## src/rtl/param_rr_lock_arbiter.sv

```systemverilog
// Round-robin / priority-start arbiter with grant locking, hold timeout and a
// mandatory one-cycle gap between grants. All outputs are registered.
module param_rr_lock_arbiter #(
  parameter int N = 8,
  parameter int MAX_HOLD = 16,
  localparam int IDX_W = $clog2(N)
) (
  input  logic             clk,
  input  logic             rst_n,
  input  logic [N-1:0]     req,
  input  logic             mode,
  input  logic [N-1:0]     prio_onehot,
  input  logic             owner_release,
  output logic [N-1:0]     grant,
  output logic [IDX_W-1:0] grant_idx,
  output logic             any_grant,
  output logic             timeout
);

  localparam int CNT_W = (MAX_HOLD > 1) ? $clog2(MAX_HOLD) : 1;
  localparam logic [CNT_W-1:0] HOLD_LAST = CNT_W'((MAX_HOLD > 0) ? (MAX_HOLD - 1) : 0);
  localparam logic HOLD_EN = (MAX_HOLD > 0);
  localparam logic [N-1:0] ONE_N = {{(N-1){1'b0}}, 1'b1};

  typedef enum logic [1:0] {
    IDLE = 2'd0,
    BUSY = 2'd1,
    GAP  = 2'd2
  } state_t;

  state_t           state_r, state_s;
  logic [IDX_W-1:0] ptr_r, ptr_s;
  logic [CNT_W-1:0] hold_cnt_r, hold_cnt_s;
  logic [N-1:0]     grant_r, grant_s;
  logic [IDX_W-1:0] grant_idx_r, grant_idx_s;
  logic             any_grant_r, any_grant_s;
  logic             timeout_r, timeout_s;

  logic [IDX_W-1:0] start_s;
  logic [IDX_W-1:0] scan_idx_s;
  logic [IDX_W-1:0] win_idx_s;
  logic             win_found_s;
  logic             hold_expire_s;
  logic             busy_exit_s;

  // (base + off) mod N without relying on N being a power of two
  function automatic logic [IDX_W-1:0] wrap_idx(input logic [IDX_W-1:0] base, input int off);
    int sum;
    sum = int'(base) + off;
    sum = (sum >= N) ? (sum - N) : sum;
    return IDX_W'(sum);
  endfunction

  // Search start: internal pointer, or lowest set bit of prio_onehot
  always_comb begin
    start_s = ptr_r;
    if (mode) begin
      start_s = '0;
      for (int i = N - 1; i >= 0; i--) begin
        start_s = prio_onehot[i] ? IDX_W'(i) : start_s;
      end
    end else begin
      start_s = ptr_r;
    end
  end

  // Circular scan of req starting at start_s; first hit wins
  always_comb begin
    win_found_s = 1'b0;
    win_idx_s   = '0;
    scan_idx_s  = '0;
    for (int i = 0; i < N; i++) begin
      scan_idx_s  = wrap_idx(start_s, i);
      win_idx_s   = (req[scan_idx_s] && !win_found_s) ? scan_idx_s : win_idx_s;
      win_found_s = win_found_s | req[scan_idx_s];
    end
  end

  // Lock exit causes; release outranks the timeout
  always_comb begin
    hold_expire_s = HOLD_EN && (hold_cnt_r == HOLD_LAST);
    busy_exit_s   = owner_release | ~req[grant_idx_r] | hold_expire_s;
  end

  // State register and registered outputs
  always_ff @(posedge clk) begin
    if (!rst_n) begin
      state_r     <= IDLE;
      ptr_r       <= '0;
      hold_cnt_r  <= '0;
      grant_r     <= '0;
      grant_idx_r <= '0;
      any_grant_r <= 1'b0;
      timeout_r   <= 1'b0;
    end else begin
      state_r     <= state_s;
      ptr_r       <= ptr_s;
      hold_cnt_r  <= hold_cnt_s;
      grant_r     <= grant_s;
      grant_idx_r <= grant_idx_s;
      any_grant_r <= any_grant_s;
      timeout_r   <= timeout_s;
    end
  end

  // Next-state logic; GAP arbitrates exactly like IDLE
  always_comb begin
    state_s = state_r;
    case (state_r)
      IDLE, GAP: state_s = win_found_s ? BUSY : IDLE;
      BUSY:      state_s = busy_exit_s ? GAP : BUSY;
      default:   state_s = IDLE;
    endcase
  end

  // Next values of the registered outputs, pointer and hold counter
  always_comb begin
    ptr_s       = ptr_r;
    hold_cnt_s  = hold_cnt_r;
    grant_s     = '0;
    grant_idx_s = '0;
    any_grant_s = 1'b0;
    timeout_s   = 1'b0;
    case (state_r)
      IDLE, GAP: begin
        if (win_found_s) begin
          grant_s     = ONE_N << win_idx_s;
          grant_idx_s = win_idx_s;
          any_grant_s = 1'b1;
          hold_cnt_s  = '0;
        end else begin
          hold_cnt_s  = '0;
        end
      end
      BUSY: begin
        if (busy_exit_s) begin
          timeout_s  = hold_expire_s & ~owner_release;
          ptr_s      = wrap_idx(grant_idx_r, 1);
          hold_cnt_s = '0;
        end else begin
          grant_s     = grant_r;
          grant_idx_s = grant_idx_r;
          any_grant_s = 1'b1;
          hold_cnt_s  = hold_cnt_r + {{(CNT_W-1){1'b0}}, 1'b1};
        end
      end
      default: begin
        ptr_s      = '0;
        hold_cnt_s = '0;
      end
    endcase
  end

  assign grant     = grant_r;
  assign grant_idx = grant_idx_r;
  assign any_grant = any_grant_r;
  assign timeout   = timeout_r;

endmodule

```

## config.mk

```make
export PLATFORM = sky130hd
export DESIGN_NAME = param_rr_lock_arbiter
export DESIGN_NICKNAME = d
export VERILOG_FILES = /design/src/rtl/param_rr_lock_arbiter.sv
export SDC_FILE = /design/constraint.sdc
export NUM_CORES = 1
export LEC_CHECK = 0
export ABC_AREA = 1
export BUFFER_PORTS_ARGS = -buffer_cell sky130_fd_sc_hd__buf_2
export CELL_PAD_IN_SITES_DETAIL_PLACEMENT = 1
export CELL_PAD_IN_SITES_GLOBAL_PLACEMENT = 2
export CORE_ASPECT_RATIO = 1.4
export CORE_MARGIN = 2
export CORE_UTILIZATION = 32
export DETAILED_ROUTE_END_ITERATION = 6
export PLACE_DENSITY_LB_ADDON = 0.1
export SYNTH_ARGS = -nofsm -noshare
export SYNTH_HDL_FRONTEND = slang
export SYNTH_SLANG_ARGS = --single-unit
```

## constraint.sdc

```tcl
create_clock -name clk -period 6.1 [get_ports clk]
set_input_delay 0.61 -clock clk [delete_from_list [all_inputs] [get_ports clk]]
set_output_delay 0.61 -clock clk [all_outputs]
set_load 0.005 [all_outputs]
```

# Word level (Yosys, flattened, before mapping)
# Index checks and enable logic that the tools add are counted.
# Widths: inputs -> output; s select.
[op_classes] n_addsub=18 n_lt_le_gt_ge=18 eq_ne=4 shifts=1 muxes=58 n_bitwise=15 n_reduce_logical=19
[op_table] cell="$mux 3" count=29
[op_table] cell="$lt 3x4->1 const B" count=9
[op_table] cell="$ge 4x4->1 const B" count=8
[op_table] cell="$bmux 1 s3" count=9
[op_table] cell="$sub 3x1->3 const B" count=9
[op_table] cell="$add 3x3->4 const B" count=4
[op_table] cell="$mux 8" count=2
[op_table] cell="$pmux 8 s2" count=1
[op_table] cell="$mux 1" count=12
[op_table] cell="$pmux 3 s2" count=2
[op_table] cell="$or 1x1->1" count=9
[op_table] cell="$add 3x1->4 const B" count=2
[op_table] cell="$add 3x2->4 const B" count=2
[op_table] cell="$shl 1x3->8 const A" count=1
[op_table] cell="$logic_and 1x1->1" count=7
[op_table] cell="$logic_not 1->1" count=7
[op_table] cell="$not 1->1" count=5
[op_table] cell="$add 4x1->4 const B" count=1
[op_table] cell="$eq 4x4->1 const B" count=1
[op_table] cell="$ge 3x4->1 const B" count=1
[op_table] cell="$pmux 2 s2" count=1
[op_table] cell="$reduce_and 3->1" count=1
[op_table] cell="$reduce_or 3->1" count=1
[op_table] cell="$eq 2x1->1 const B" count=1
[op_table] cell="other kinds (8)" count=8
[word_totals] reg_bits=22 inputBits=20 output_inout_bits=13 elab_cells=140

# Depth between registers and ports, before layout
# Gate-level depths: netlist (run 1).
[logic_depth] word_depth=26 ltp_mapped=28 mapped_depth_nobuf=27

# Worst setup path after synthesis (run 1)
# No wires, ideal clock.
[synth_path] kind="input to register" from="input prio_onehot[6]" to="register grant_r[5] (netlist: grant[5])" setup_time_ps=112 t_arrival_ps=2886 t_required_ps=5988 slack_ps=3102 path_stages=26 n_path_buf=1 path_cell_list="inv_1 -> nand2_1 -> nand2_1 -> nand2_1 -> nand2_1 -> nand2_1 -> nand2_1 -> nand2_4 -> nand2_4 -> buf_4 -> inv_1 -> ha_1 -> inv_1 -> nand3_1 -> nand3_1 -> nand2_1 -> nor2_2 -> nand4_1 -> nor2_2 -> nand2_1 -> nor2_2 -> nor2_4 -> inv_4 -> nor2_1 -> nand2_1 -> nand2_1"
[synth_via] elab_chain_len=25 word_cells_on_any_way=87 classes_between="add/sub (15); order compare (8); shift (1); mux (42); bitwise (7); reduce/logical (14)"
[synth_rtl] element="start, declared" line_no="12" text="input logic [N-1:0] prio_onehot,"
[synth_rtl] element="$mux 3 (*) (7 in series)" line_no="60" text="start_s = prio_onehot[i] ? IDX_W'(i) : start_s;"
[synth_rtl] element="$mux 3 (*)" line_no="57" text="if (mode) begin"
[synth_rtl] element="$add 3x1->4" line_no="49" text="sum = int'(base) + off;"
[synth_rtl] element="$ge 4x4->1 or $sub 3x1->3 (tied branches)" line_no="50" text="sum = (sum >= N) ? (sum - N) : sum;"
[synth_rtl] element="$mux 3" line_no="50"
[synth_rtl] element="$bmux 1 s3" line_no="74, 75"
[synth_rtl] element="$mux 1 (implied by the code)" line_no="74, 75"
[synth_rtl] element="$or 1x1->1" line_no="75" text="win_found_s = win_found_s | req[scan_idx_s];"
[synth_rtl] element="$logic_not 1->1 or $or 1x1->1 (tied branches)" line_no="74, 75"
[synth_rtl] element="$logic_and 1x1->1, or another cell as far along" line_no="74" text="win_idx_s = (req[scan_idx_s] && !win_found_s) ? scan_idx_s : win_idx_s;"
[synth_rtl] element="$mux 3, or another cell as far along (4 in series)" line_no="74"
[synth_rtl] element="$mux 3 or $logic_and 1x1->1 (tied branches)" line_no="74"
[synth_rtl] element="$mux 3" line_no="74"
[synth_rtl] element="$shl 1x3->8" line_no="127" text="grant_s = ONE_N << win_idx_s;"
[synth_rtl] element="$mux 8 (*)" line_no="126" text="if (win_found_s) begin"
[synth_rtl] element="$pmux 8 s2 (*)" line_no="124" text="case (state_r)"
[synth_rtl] element="end signal, assigned" line_no="99" text="grant_r <= grant_s;"
[synth_rtl] element="end, declared" line_no="34" text="logic [N-1:0] grant_r, grant_s;"
# Mark *: on every way between the ends. The rest lies on a longest branch, timed or not. The select of a mux whose other input is x is not followed.
# A chain may end at the register's enable or synchronous reset.

# Worst setup path after layout (run 1)
[layout_path] from="input mode" to="register grant_r[2] (netlist: grant[2])"
[layout_via] elab_chain_len=18 word_cells_on_any_way=80 classes_between="add/sub (15); order compare (8); shift (1); mux (35); bitwise (7); reduce/logical (14)"
[layout_rtl] element="start, declared" line_no="11" text="input logic mode,"
[layout_rtl] element="$mux 3 (*)" line_no="57"
[layout_rtl] element="$add 3x1->4" line_no="49"
[layout_rtl] element="$ge 4x4->1 or $sub 3x1->3 (tied branches)" line_no="50"
[layout_rtl] element="$mux 3" line_no="50"
[layout_rtl] element="$bmux 1 s3" line_no="74, 75"
[layout_rtl] element="$mux 1 (implied by the code)" line_no="74, 75"
[layout_rtl] element="$or 1x1->1" line_no="75"
[layout_rtl] element="$logic_not 1->1 or $or 1x1->1 (tied branches)" line_no="74, 75"
[layout_rtl] element="$logic_and 1x1->1, or another cell as far along" line_no="74"
[layout_rtl] element="$mux 3, or another cell as far along (4 in series)" line_no="74"
[layout_rtl] element="$mux 3 or $logic_and 1x1->1 (tied branches)" line_no="74"
[layout_rtl] element="$mux 3" line_no="74"
[layout_rtl] element="$shl 1x3->8" line_no="127"
[layout_rtl] element="$mux 8 (*)" line_no="126"
[layout_rtl] element="$pmux 8 s2 (*)" line_no="124"
# Marked as above.

==> reports/qor.yml, run 1 <==
run_status:
  outcome: "finished clean"
global_route:
  globalRouteMet2Util_pct: 39.3
  grt_max_degree: 23
  antenna_found_initial: 0
  grt_overflow: 0
  grt_pass1_vias: 2332
  use_met3_pct: 1.24
  grt_use_met1_pct: 24.0
  grt_pass1_wl_mm: 11.3
  track_usage_pct: 20.2
  grt.busiest_layer: "met2"
placed_design:
  dp_hpwl_mm: 5.47
  place_congestion: 0.812
  port_buffers: 32
clock_tree:
  cts_tree: "yes"
  cts_resized: 0
  clk_pin_slew_ps: 80
  cts_buffers: 3
  post_cts_buffers: 0
  htree_levels: 1
  clk_latency_ps: 260
  cts-root-buf: "clkbuf_8"
  cts_hold_buf: 0
  clk_path_buf_depth: 2
  cts.sinks: 21
timing:
  finalSetupViolCount: 0
  timing.final.crit_share_pct: 58.9
  worst_slew_pin_slew_ps: 613
  rsz0062_at_grt: "false"
  timing.fmax_mhz: 278
  final-hold-violation-count: 0
  tns_ps: 0
  fin_crit_ps: 3590
  fin_skew_ps: 1.51
  slew_headroom_pct: 59.0
  slew_viol_final: 0
pwr:
  p_per_area_mw_per_mm2: 256
  power.internal_uw: 297
  seqPwrFrac_pct: 28.8
  power_frac_clock_pct: 15.8
  p_comb_share_pct: 55.4
  switchingPower_uw: 282
  power.leakage_nw: 1.19
  vdd_drop_max_mv: 0.170
  switching_share_pct: 48.7
synthesis:
  netlist-cell-type-count: 34
  syn_area_sq_mm: 0.00201
  yosysSeqAreaShare_pct: 20.9
  synth_most_common_cell: "nand2_1"
  synth_nets: 364
  synth_edf_count: 0
  synth_area_leader_cell: "dfxtp_1"
  synth-compound-area-share_pct: 8.66
  avgSynthCellArea_sq_um: 5.91
  yosys.area.top_type_share_pct: 20.9
  yosys-mux-area-fraction_pct: 0
  synth-warning-count: 0
  synthTopCellsByArea: "dfxtp_1 21%, nand2_1 19%, nand3_1 17%"
  synth_top_family_by_area: "simple AND/OR/NAND/NOR gates"
  synth_fa_ha_area_share_pct: 2.49
  syn_inst: 340
  ys_ff_latch: 21
  synth-xor-area-share_pct: 2.12
  synth_commonest_cells: "100 x nand2_1, 67 x nand3_1, 39 x inv_1"
  yosys.area_share.simple_pct: 54.7
  async_flop_share_pct: 0
  ys.flop_type: "dfxtp_1"
setup_path:
  worstPathArrival_ps: 3750
  cp_cell_sequence: "buf_2 -> inv_2 -> nand2_1 -> nand2_4 -> inv_1 -> ha_1 -> inv_1 -> nand3_1 -> nand3_1 -> nand2_2 -> nand2_1 -> nor2_2 -> nand4_1 -> nand2_1 -> inv_1 -> nand3_1 -> nand2_1 -> nand2_1 -> inv_1 -> nand2_1 -> nand2_1"
  r2r-end: "grant[2]"
  endpoint_kind: "flip-flop"
  cp-start-kind: "input pin"
  rr_startpoint: "ptr_r[0]"
  crit_path_top_delay_cell: "ha_1"
  crit_fanout: 22
  worst_r2r_path_depth: 19
  r2r_slack_ps: 2730
  critPathMostFrequentCell: "nand2_1"
  endpoint: "grant[2]"
  crit_start: "mode"
  crit_required_ps: 6260
  slowest_delay_ps: 450
  crit_type: "input pin to flip-flop"
layout:
  fillers: 880
  post-route-util_pct: 36.9
  area_growth_syn_to_layout_pct: 12.4
  antennaDiodeCount: 0
  drive_above_1_share_pct: 18.4
  nets: 395
  seq_area_sq_um: 420
  multi_input_area_sq_mm: 0.00137
worst_hold_path:
  hold_class: "flip-flop to flip-flop"
run:
  cap_violations: 0
floorplanning:
  io_pins: 33
  core_sq_mm: 0.00613
  initial_core_util_pct: 32.8
  die-area_sq_mm: 0.00694
  die_x_microns: 71.0
  rows: 34
  die_y_microns: 97.8
detailed_routing:
  first_pass_iters: 4
  wl_per_cell_microns: 14.8
  drtIter0Drc: 85
  via_per_inst: 5.08
  vias: 2247
  route.final.wire_length_mm: 6.53
  drtAntennaViolNets: 0
  drc: 0
## cells in the final DEF (no fill, tap or decap), types with 4 or more instances in the layout
master   count
nor2_4       4
nor2_1      27
nand2_2      8
o21ai_0     10
inv_1       39
nand4_1     10
nor2_2       4
inv_2        4
ha_1         4
a21oi_1      9
nand2_1    100
buf_2       32
nand3_1     67
dfxtp_1     21
## worst min path at each step
| stage | cells past startpoint | slack [ps] | endpoint | start |
|---|---|---|---|---|
| 6_report | 2 | 450 | grant[3] | grant[3] |
| 5_1_grt | 2 | 480 | grant[3] | grant[3] |
| 3_3_place_gp | 2 | 430 | grant[5] | grant[5] |
| 4_1_cts | 2 | 460 | grant[3] | grant[3] |
| 3_5_place_dp | 2 | 440 | grant[3] | grant[3] |
| 2_1_floorplan | 1 | 420 | hold_cnt_r[0] | hold_cnt_r[0] |
## metal layers
metal	wire [microns]	part of all wire (%)
met3	86	1.3
met1	2820	43
met2	3580	55
met5	0	0
met4	44	0.67
## critical path, delay by kind of cell
| family | cells | cell delay (ps) |
|---|---|---|
| simple gates | 14 | 2050 |
| buf+inv | 6 | 620 |
| fa+ha+maj | 1 | 450 |
## flip-flops by register name, summed over array words and instances (netlist names)
register	cells
grant_idx	3
state_r	2
timeout	1
ptr_r	3
grant	8
hold_cnt_r	4
## logic make-up (layout without fill, tap and decap cells)
family,Yosys count,in the layout
simple gates,230,230
fa+ha+maj,4,4
compound gates,29,29
xor+xnor,4,4
buf+inv,52,82
flops,21,21
## final cells by class
| type | instances | share of cell area, % |
|---|---|---|
| multi-input cells | 267 | 60.5 |
| flip-flops and latches | 21 | 18.6 |
| inverters | 46 | 7.76 |
| repair buffers | 32 | 7.09 |
| well taps | 72 | 3.99 |
| clock buffers | 3 | 1.83 |
| clock inverters | 1 | 0.222 |
## per-stage QoR
step	std cells	area (sq um)	hold WS (ps)	setup slack [ps]	total power [mW]
final	442	2260	451	2510	0.579
after global placement	438	2210	432	2350	0.493
after detailed placement	438	2210	438	2270	0.493
after floorplan	340	2010	418	3100	0.405
after global routing	442	2260	478	2130	0.639
after CTS	442	2260	456	2550	0.586
## power by group through the flow
stage	Combinational [mW]	Clock, mW	Sequential (mW)
finish	0.320	0.0914	0.167
global route	0.370	0.0999	0.170
CTS	0.324	0.0940	0.167
detailed placement	0.323	0	0.170
global placement	0.322	0	0.171
floorplan	0.237	0	0.168
(Power assumes the default switching activity.)
==> run 2: changes to the inputs <==
--- a/config.mk
+++ b/config.mk
@@ -5,13 +5,13 @@
 export SDC_FILE = /design/constraint.sdc
 export NUM_CORES = 1
 export LEC_CHECK = 0
-export ABC_AREA = 1
+export ABC_AREA = 0
 export BUFFER_PORTS_ARGS = -buffer_cell sky130_fd_sc_hd__buf_2
 export CELL_PAD_IN_SITES_DETAIL_PLACEMENT = 1
 export CELL_PAD_IN_SITES_GLOBAL_PLACEMENT = 2
 export CORE_ASPECT_RATIO = 1.4
 export CORE_MARGIN = 2
-export CORE_UTILIZATION = 32
+export CORE_UTILIZATION = 33
 export DETAILED_ROUTE_END_ITERATION = 6
 export PLACE_DENSITY_LB_ADDON = 0.1
 export SYNTH_ARGS = -nofsm -noshare
==> constraint.sdc (replaced) <==
create_clock -name clk -period 3.17 [get_ports clk]
set_input_delay 0.317 -clock clk [delete_from_list [all_inputs] [get_ports clk]]
set_output_delay 0.317 -clock clk [all_outputs]
set_load 0.005 [all_outputs]
==> reports/qor.yml, run 2 <==
run_status:
  outcome: "finished clean"
global_route:
  grt_max_degree: 18
  grt_pass1_vias: 2698
  antenna_found_initial: 0
  grt_pass1_wl_mm: 13.7
  track_usage_pct: 20.8
  grt_overflow: 0
detailed_routing:
  drtIter0Drc: 94
  vias: 2545
  first_pass_iters: 6
  via_per_inst: 5.48
  route.final.wire_length_mm: 8.57
  drc: 0
  drtAntennaViolNets: 0
  wl_per_cell_microns: 18.5
synthesis:
  synth_nets: 290
  ys_ff_latch: 21
  syn_area_sq_mm: 0.00245
  synth-warning-count: 0
  synth_edf_count: 0
  ys.flop_type: "dfxtp_1"
  synth_area_leader_cell: "dfxtp_1"
  synth_commonest_cells: "30 x nand3_1, 21 x dfxtp_1, 21 x nand2_1"
  yosys.area.top_type_share_pct: 17.2
  yosysSeqAreaShare_pct: 17.2
  synth_most_common_cell: "nand3_1"
  avgSynthCellArea_sq_um: 9.21
  synthTopCellsByArea: "dfxtp_1 17%, mux2i_1 7.4%, mux4_2 6.4%"
  netlist-cell-type-count: 74
  async_flop_share_pct: 0
  syn_inst: 266
floorplanning:
  core_sq_mm: 0.00727
  die-area_sq_mm: 0.00814
  initial_core_util_pct: 33.7
  die_x_microns: 76.8
  rows: 37
  die_y_microns: 106
  io_pins: 33
timing:
  timing.fmax_mhz: 323
  timing.final.crit_share_pct: 97.7
  slew_headroom_pct: 45.3
  worst_slew_pin_slew_ps: 817
  fin_hold_ws_ps: 229
  fin_skew_ps: 5.01
  rsz0062_at_grt: "true"
  fin_crit_ps: 3100
  fin_ws_ps: 71.7
  final-hold-violation-count: 0
  finalSetupViolCount: 0
  slew_viol_final: 0
clock_tree:
  cts.sinks: 21
  cts_buffers: 3
  clk_latency_ps: 260
  cts_tree: "yes"
  cts-root-buf: "clkbuf_8"
  htree_levels: 1
  clk_pin_slew_ps: 80
  cts_hold_buf: 0
  clk_path_buf_depth: 2
run:
  cap_violations: 0
layout:
  nets: 392
  largest_register_ffs: 8
  antennaDiodeCount: 0
  final_common_cell: "buf_4"
  final_cell_mix: "68 x buf_4, 30 x buf_2, 26 x nand3_1"
  area_growth_syn_to_layout_pct: 44.5
  drive_above_1_share_pct: 54.8
placed_design:
  place_congestion: 0.920
  place_ws_ps: -387
  dp_hpwl_mm: 6.83
  port_buffers: 32
setup_path:
  crit_type: "input pin to flip-flop"
  worstPathArrival_ps: 3250
  cp-start-kind: "input pin"
  crit_fanout: 6
  crit_required_ps: 3320
  endpoint_kind: "flip-flop"
pwr:
  power.leakage_nw: 1.44
  p_per_area_mw_per_mm2: 383
  vdd_drop_max_mv: 0.344
worst_hold_path:
  hold_class: "input pin to flip-flop"
==> run 2: cell types whose count changed after synthesis, sizes merged, moves of 8 or more <==
| cell | previous run | this run |
|---|---|---|
| nand3 | 70 | 32 |
| nand4 | 10 | 0 |
| inv | 44 | 7 |
| nor2 | 35 | 13 |
| mux2i | 0 | 20 |
| o31ai | 0 | 9 |
| nand2 | 111 | 21 |
| nor2b | 0 | 9 |
| a21oi | 9 | 17 |
==> run 2: logic make-up (layout without fill, tap and decap cells) <==
group	count (synthesis)	after routing	synth area share [%]
XOR/XNOR	8	8	5.01
adder cells (fa/ha/maj)	4	4	2.04
buffers and inverters	18	119	5.92
multiplexers	33	33	18.2
AO/OA/AOI/OAI	83	83	29.0
flip-flops	21	21	17.2
AND/OR/NAND/NOR	99	99	22.7
==> run 2: path summary, 6_finish.rpt <==
check	start	endpoint	slack, ps	cells after the start
setup / recovery	prio_onehot[7]	grant[3]	70	13
hold / removal	owner_release	timeout	230	2
setup reg to reg	ptr_r[0]	grant[3]	110	11
hold reg to reg	grant[6]	grant[6]	460	2
==> run 2: final cells by class <==
type / instances / area [sq um]
clock buffer: 3 / 41.3
clock inverter: 1 / 5.00
timing repair buffer: 107 / 792
inverter: 8 / 35.0
multi-input combinational: 227 / 2120
sequential: 21 / 420
tap: 97 / 121
fill: 858 / 3730
==> run 2: worst max-delay path, cell delays in order <==
cell	delay, ps
buf_8	100
nor3b_4	140
o31a_1	350
nor3_4	220
buf_6	140
ha_4	200
clkinv_4	70
mux4_2	590
o211ai_4	210
a311oi_2	110
o32ai_4	430
inv_2	100
a32o_2	280
==> run 2: power by group <==
part           total [mW]  switching [mW]  internal, mW
sequential          0.309          0.0220         0.287
combinational       0.874           0.456         0.418
clock               0.172          0.0850        0.0873
total                1.36           0.563         0.792
==> run 2: routing by layer <==
layer / vias to the layer above / wire (microns) / GRT usage [%]
met3: 8 / 88 / 0.170
met4: 0 / 129 / 4.55
met1: 1259 / 3640 / 25.2
met2: 30 / 4710 / 40.7
li1: 1248 / - / -
met5: - / 0 / 0
==> run 2: timing repair <==
item	CTS	global route
buffers inserted	0	14
setup endpoints to repair	8	9
endpoints found under the hold margin	0	0
pin swaps	0	19
gates resized for setup	3	47
==> run 2: stage by stage <==
| step | power, mW | setup TNS, ps | cell area (sq um) | utilization, % | instances |
|---|---|---|---|---|---|
| 4_1_cts | 1.26 | 0 | 3220 | 44.3 | 451 |
| 6_report | 1.36 | 0 | 3540 | 48.7 | 464 |
| 3_5_place_dp | 1.08 | -3460 | 3160 | 43.5 | 447 |
| 2_1_floorplan | 0.792 | -1030 | 2520 | - | 266 |
| 5_1_grt | 1.44 | -44.8 | 3540 | 48.7 | 464 |
| 3_3_place_gp | 1.07 | -2960 | 3160 | 43.5 | 447 |
